[config.mk]
export PLATFORM = sky130hd
export DESIGN_NAME = decode_stage
export DESIGN_NICKNAME = d
export VERILOG_FILES = /design/src/rtl/risc_pkg.sv /design/src/rtl/register_file.sv /design/src/rtl/decode_stage.sv
export SDC_FILE = /design/constraint.sdc
export NUM_CORES = 1
export LEC_CHECK = 0
export BUFFER_PORTS_ARGS = -buffer_cell sky130_fd_sc_hd__buf_2
export CAP_MARGIN = 0
export CORE_UTILIZATION = 49
export CTS_CLUSTER_DIAMETER = 200
export CTS_CLUSTER_SIZE = 20
export DETAILED_ROUTE_END_ITERATION = 10
export PLACE_DENSITY = 0.68
export SLEW_MARGIN = 25
export SYNTH_ARGS = -nofsm -noshare
export SYNTH_HDL_FRONTEND = slang
export SYNTH_SLANG_ARGS = --single-unit
[constraint.sdc]
create_clock -name clk -period 3.72 [get_ports clk]
set_clock_uncertainty 0.2 [all_clocks]
set_input_delay 0.744 -clock clk [delete_from_list [all_inputs] [get_ports clk]]
set_output_delay 0.744 -clock clk [all_outputs]
set_load 0.01 [all_outputs]
[src/rtl/risc_pkg.sv]
// Shared decode definitions: instruction field positions, two-word opcode class and decode FSM states.
package risc_pkg;

   localparam int DATA_W    = 16;
   localparam int NREGS     = 8;
   localparam int REG_IDX_W = 3;
   localparam int INSTR_W   = 16;
   localparam int OPC_W     = 5;

   localparam int OPC_MSB = 15;
   localparam int OPC_LSB = 11;
   localparam int RD_MSB  = 10;
   localparam int RD_LSB  = 8;
   localparam int RS1_MSB = 7;
   localparam int RS1_LSB = 5;
   localparam int RS2_MSB = 4;
   localparam int RS2_LSB = 2;

   // Opcodes whose top two bits match this class carry a trailing immediate word.
   localparam logic [1:0] OPC_IMM_CLASS = 2'b11;

   typedef enum logic {
      FIRST    = 1'b0,
      WAIT_IMM = 1'b1
   } dec_state_e;

   function automatic logic is_two_word(input logic [1:0] opc_class);
      return opc_class == OPC_IMM_CLASS;
   endfunction

endpackage

[src/rtl/register_file.sv]
// Architectural register file: NREGS x DATA_W, two asynchronous read ports, one synchronous write port.
module register_file
   import risc_pkg::*;
#(
   parameter int W     = DATA_W,
   parameter int N     = NREGS,
   parameter int IDX_W = REG_IDX_W
) (
   input  logic             clk,
   input  logic             reset,
   input  logic             wr_en_i,
   input  logic [IDX_W-1:0] wr_addr_i,
   input  logic [W-1:0]     wr_data_i,
   input  logic [IDX_W-1:0] rd_addr_a_i,
   input  logic [IDX_W-1:0] rd_addr_b_i,
   output logic [W-1:0]     rd_data_a_o,
   output logic [W-1:0]     rd_data_b_o
);

   logic [W-1:0] regs_q [N];

   // One register per entry so each has its own reset and write decode; R0 is an ordinary register.
   for (genvar gi = 0; gi < N; gi++) begin : g_reg
      always_ff @(posedge clk) begin
         if (reset) begin
            regs_q[gi] <= '0;
         end else if (wr_en_i && (wr_addr_i == IDX_W'(gi))) begin
            regs_q[gi] <= wr_data_i;
         end
      end
   end

   assign rd_data_a_o = regs_q[rd_addr_a_i];
   assign rd_data_b_o = regs_q[rd_addr_b_i];

endmodule

[src/rtl/decode_stage.sv]
// Decode stage: assembles one/two-word instructions, reads operands and registers the bundle for execute.
// Optional DECODE_WB_BYPASS_EN forwards a same-cycle writeback into the operand reads.
module decode_stage
   import risc_pkg::*;
#(
   parameter int DATA_W = risc_pkg::DATA_W,
   parameter int NREGS  = risc_pkg::NREGS
) (
   input  logic                 clk,
   input  logic                 reset,
   input  logic                 in_valid,
   output logic                 in_ready,
   input  logic [INSTR_W-1:0]   instruction,
   input  logic                 stall,
   input  logic                 flush,
   input  logic                 wb_en,
   input  logic [REG_IDX_W-1:0] wb_addr,
   input  logic [DATA_W-1:0]    wb_data,
   output logic                 out_valid,
   output logic [OPC_W-1:0]     out_opcode,
   output logic [REG_IDX_W-1:0] out_rd,
   output logic [DATA_W-1:0]    out_rs1_data,
   output logic [DATA_W-1:0]    out_rs2_data,
   output logic [DATA_W-1:0]    out_imm
);

   dec_state_e           state_q, state_d;
   logic [INSTR_W-1:0]   hold_q, hold_d;
   logic                 valid_q, valid_d;
   logic [OPC_W-1:0]     opcode_q, opcode_d;
   logic [REG_IDX_W-1:0] rd_q, rd_d;
   logic [DATA_W-1:0]    rs1_q, rs1_d;
   logic [DATA_W-1:0]    rs2_q, rs2_d;
   logic [DATA_W-1:0]    imm_q, imm_d;

   logic                 accept;
   logic [OPC_W-1:0]     sel_opcode;
   logic [REG_IDX_W-1:0] sel_rd, sel_rs1, sel_rs2;
   logic [DATA_W-1:0]    rf_rs1, rf_rs2, op_rs1, op_rs2;

   assign in_ready = !stall && !reset;
   assign accept   = in_valid && in_ready;

   // While waiting for the immediate, the fields come from the held first word.
   always_comb begin
      if (state_q == WAIT_IMM) begin
         sel_opcode = hold_q[OPC_MSB:OPC_LSB];
         sel_rd     = hold_q[RD_MSB:RD_LSB];
         sel_rs1    = hold_q[RS1_MSB:RS1_LSB];
         sel_rs2    = hold_q[RS2_MSB:RS2_LSB];
      end else begin
         sel_opcode = instruction[OPC_MSB:OPC_LSB];
         sel_rd     = instruction[RD_MSB:RD_LSB];
         sel_rs1    = instruction[RS1_MSB:RS1_LSB];
         sel_rs2    = instruction[RS2_MSB:RS2_LSB];
      end
   end

   register_file #(
      .W     (DATA_W),
      .N     (NREGS),
      .IDX_W (REG_IDX_W)
   ) u_rf (
      .clk         (clk),
      .reset       (reset),
      .wr_en_i     (wb_en),
      .wr_addr_i   (wb_addr),
      .wr_data_i   (wb_data),
      .rd_addr_a_i (sel_rs1),
      .rd_addr_b_i (sel_rs2),
      .rd_data_a_o (rf_rs1),
      .rd_data_b_o (rf_rs2)
   );

`ifdef DECODE_WB_BYPASS_EN
   assign op_rs1 = (wb_en && (wb_addr == sel_rs1)) ? wb_data : rf_rs1;
   assign op_rs2 = (wb_en && (wb_addr == sel_rs2)) ? wb_data : rf_rs2;
`else
   assign op_rs1 = rf_rs1;
   assign op_rs2 = rf_rs2;
`endif

   always_comb begin
      state_d  = state_q;
      hold_d   = hold_q;
      valid_d  = valid_q;
      opcode_d = opcode_q;
      rd_d     = rd_q;
      rs1_d    = rs1_q;
      rs2_d    = rs2_q;
      imm_d    = imm_q;

      if (flush) begin
         valid_d = 1'b0;
         state_d = FIRST;
         hold_d  = '0;
      end else if (!stall) begin
         valid_d = 1'b0;
         if (accept) begin
            if ((state_q == FIRST) && is_two_word(instruction[OPC_MSB -: 2])) begin
               hold_d  = instruction;
               state_d = WAIT_IMM;
            end else begin
               valid_d  = 1'b1;
               opcode_d = sel_opcode;
               rd_d     = sel_rd;
               rs1_d    = op_rs1;
               rs2_d    = op_rs2;
               imm_d    = (state_q == WAIT_IMM) ? DATA_W'(instruction) : '0;
               state_d  = FIRST;
            end
         end
      end
   end

   always_ff @(posedge clk) begin
      if (reset) begin
         state_q  <= FIRST;
         hold_q   <= '0;
         valid_q  <= 1'b0;
         opcode_q <= '0;
         rd_q     <= '0;
         rs1_q    <= '0;
         rs2_q    <= '0;
         imm_q    <= '0;
      end else begin
         state_q  <= state_d;
         hold_q   <= hold_d;
         valid_q  <= valid_d;
         opcode_q <= opcode_d;
         rd_q     <= rd_d;
         rs1_q    <= rs1_d;
         rs2_q    <= rs2_d;
         imm_q    <= imm_d;
      end
   end

   assign out_valid    = valid_q;
   assign out_opcode   = opcode_q;
   assign out_rd       = rd_q;
   assign out_rs1_data = rs1_q;
   assign out_rs2_data = rs2_q;
   assign out_imm      = imm_q;

endmodule

==> impl_metrics.ini <==
[yosys]
syn_area_mm2 = 0.00984
yosys-top-cells-area = edfxtp_1 39%, dfxtp_1 15%, and2_1 8.1%
avgSynthCellArea_um2 = 10.5
synth.distinct_cells = 36
synth.top_cell.area_share_pct = 39.1
synth_seq_cells = 200
synthCells = 939
yosysWarnings = 0
synth-seq-area-share_pct = 53.7
synth_top_area_cell = edfxtp_1
syn_nets = 980

[finish]
layout_commonest_cell = nand2_1
layout_common_cells = 212 x nand2_1, 128 x and2_1, 128 x edfxtp_1
syn2layout_area_growth_pct = 13.0
seqCellArea_mm2 = 0.00529
drive_gt1_share_pct = 17.8
num-nets-final = 1056
multi_input_area_mm2 = 0.00413
final.fill_count = 1733

[critical_path]
crit_path_end_kind = register
worst-setup-path-type = register to register
worst-path-max-fanout = 26
crit_path_top_delay_cell = dfxtp_2
crit_path_start_kind = register
cp_cell_sequence = buf_4 -> nand3b_1 -> and3_4 -> buf_4 -> nor3b_1 -> a41o_1
crit_required_ps = 3840
max_stage_delay_ps = 850
cpMostUsedCell = buf_4
arrival_ps = 2920

[detailed_routing]
vias_per_cell = 5.78
drtIter0Drc = 790
drt_wl_total_um = 26500
antenna_left = 0
wl_per_cell_um = 20.4
firstDrtPassIters = 6
via_count = 7482
drc_errors = 0

[sta]
finalSetupViolCount = 0
max_slew.worst_pin.slew_ps = 1080
slew_headroom_pct = 27.7
timing.final.crit_share_pct = 75.3
period_needed_ps = 2800
report.final.hold_viol_count = 0
maxSlewViolCount = 0
fmax_mhz = 357
setup_slack_ps = 917
fin_hold_ws_ps = 250
fin_tns_setup_ps = 0
rsz0062_at_grt = no

[pwr]
ir_drop_v = 0.000264
power_density_mw_per_mm2 = 437
p_leak_uw = 0.00446

[clocking]
clock-sinks = 200
cts_root_buf = clkbuf_16
ctsHoldBuffers = 0
post_cts_buffers = 0
numCtsBuffers = 17
ctsHtreeMaxLevel = 4
insertion_delay_ps = 430
clkTransAtPathRegs_ps = 80
cts_max_path_buffers = 2
cts_tree = done
ctsResizeCount = 0

[die]
die_h_um = 144
core_area_mm2 = 0.0196
dieArea_mm2 = 0.0206
die_x_um = 144
initial_core_util_pct = 50.2
rows = 51
ioPinCount = 99

[grt]
grt_pass1_wl_um = 40500
antenna_found_initial = 1
grt_pass1_vias = 7085
grt.total_usage_pct = 26.6
grt.overflow.total = 0
grt_max_degree = 51

[placement]
gp_congestion = 0.786
place_ws_ps = 911
dp_hpwl_um = 16600
numPortBuffers = 98

[run_status]
status = complete, no violations

[worst_hold_path]
holdCritPathClass = register to register

[flow_run]
maxCapViolations = 0
[final cells by class]
cell class	count	area share, %
Timing Repair Buffer	125	6.80
Clock buffer	18	4.05
Tap cell	265	2.98
Antenna cell	1	0.0225
Sequential cell	200	47.5
Clock inverter	14	1.22
Inverter	6	0.203
Multi-Input combinational cell	665	37.2
[layer usage]
metal  vias up  global-route usage [%]  wire length (um)
li1       3500                       -                 -
met5         -                       0                 0
met3        49                    4.10              1710
met1      3608                    34.9             11500
met2       325                    44.7             12600
met4         0                    9.07               637
[power breakdown]
group          internal (uW)  switching [uW]
Combinational            159             318
Clock                    982             869
Sequential              2470            59.6
[sequential cells by signal (all words and copies together), names as in the netlist]
signal	cells
hold_q	14
out_imm	16
out_opcode	5
out_rd	3
out_rs1_data	16
out_rs2_data	16
out_valid	1
state_q	1
u_rf.regs_q	128
[kinds of logic (layout without fill, tap and decap cells)]
group | Yosys count | in the layout | share of synthesized area (%)
other cells | 0 | 1 | 0
flops | 200 | 200 | 53.7
mux | 56 | 56 | 5.80
compound gates | 107 | 107 | 10.6
buf+inv | 74 | 163 | 4.66
simple gates | 502 | 502 | 25.2
[cells in the mapped netlist]
master    instances
a21oi_1          17
nor2b_1           2
edfxtp_1        128
inv_2             3
o32ai_4           8
mux2i_1          54
nor3_2            1
nand2b_2          1
nand2b_1          5
clkbuf_1         22
buf_12            1
buf_1             1
a22oi_1           1
o21ai_0           1
buf_4            11
nor3b_4           1
nor3_1            1
and3_1            1
nor2_1           34
a32oi_1          32
a31o_2            1
mux2_4            2
a41o_1           32
buf_6            13
o21bai_1          6
buf_2            20
nand2_1         212
a21o_1            1
inv_1             3
a211oi_1          8
nand3b_1          1
or2_2             2
nand3_1          81
dfxtp_1          72
and2_1          128
nor3b_1          32
[path summary, 6_finish.rpt]
kind | to | cells past startpoint | startpoint | slack [ps]
setup / recovery | out_rs1_data[1] | 6 | state_q | 920
hold / removal | out_imm[12] | 2 | out_imm[12] | 250
setup reg to reg | out_rs1_data[1] | 6 | state_q | 920
hold reg to reg | out_imm[12] | 2 | out_imm[12] | 250
[stage by stage]
stage / instances / power [uW] / instance area, um2 / util, %
after CTS: 1293 / 4870 / 11100 / 56.7
final: 1294 / 4850 / 11100 / 56.8
after global placement: 1261 / 3040 / 10500 / 53.7
after detailed placement: 1261 / 3040 / 10500 / 53.7
after global routing: 1293 / 5010 / 11100 / 56.7
after floorplan: 939 / 2860 / 9840 / -
[critical path: cells and delay by family, from the launching register on]
kind / cells / cell delay, ps
buffers and inverters: 2 / 720
flip-flops: 1 / 850
AO/OA/AOI/OAI: 1 / 210
AND/OR/NAND/NOR: 3 / 690
(Power assumes the default switching activity.)
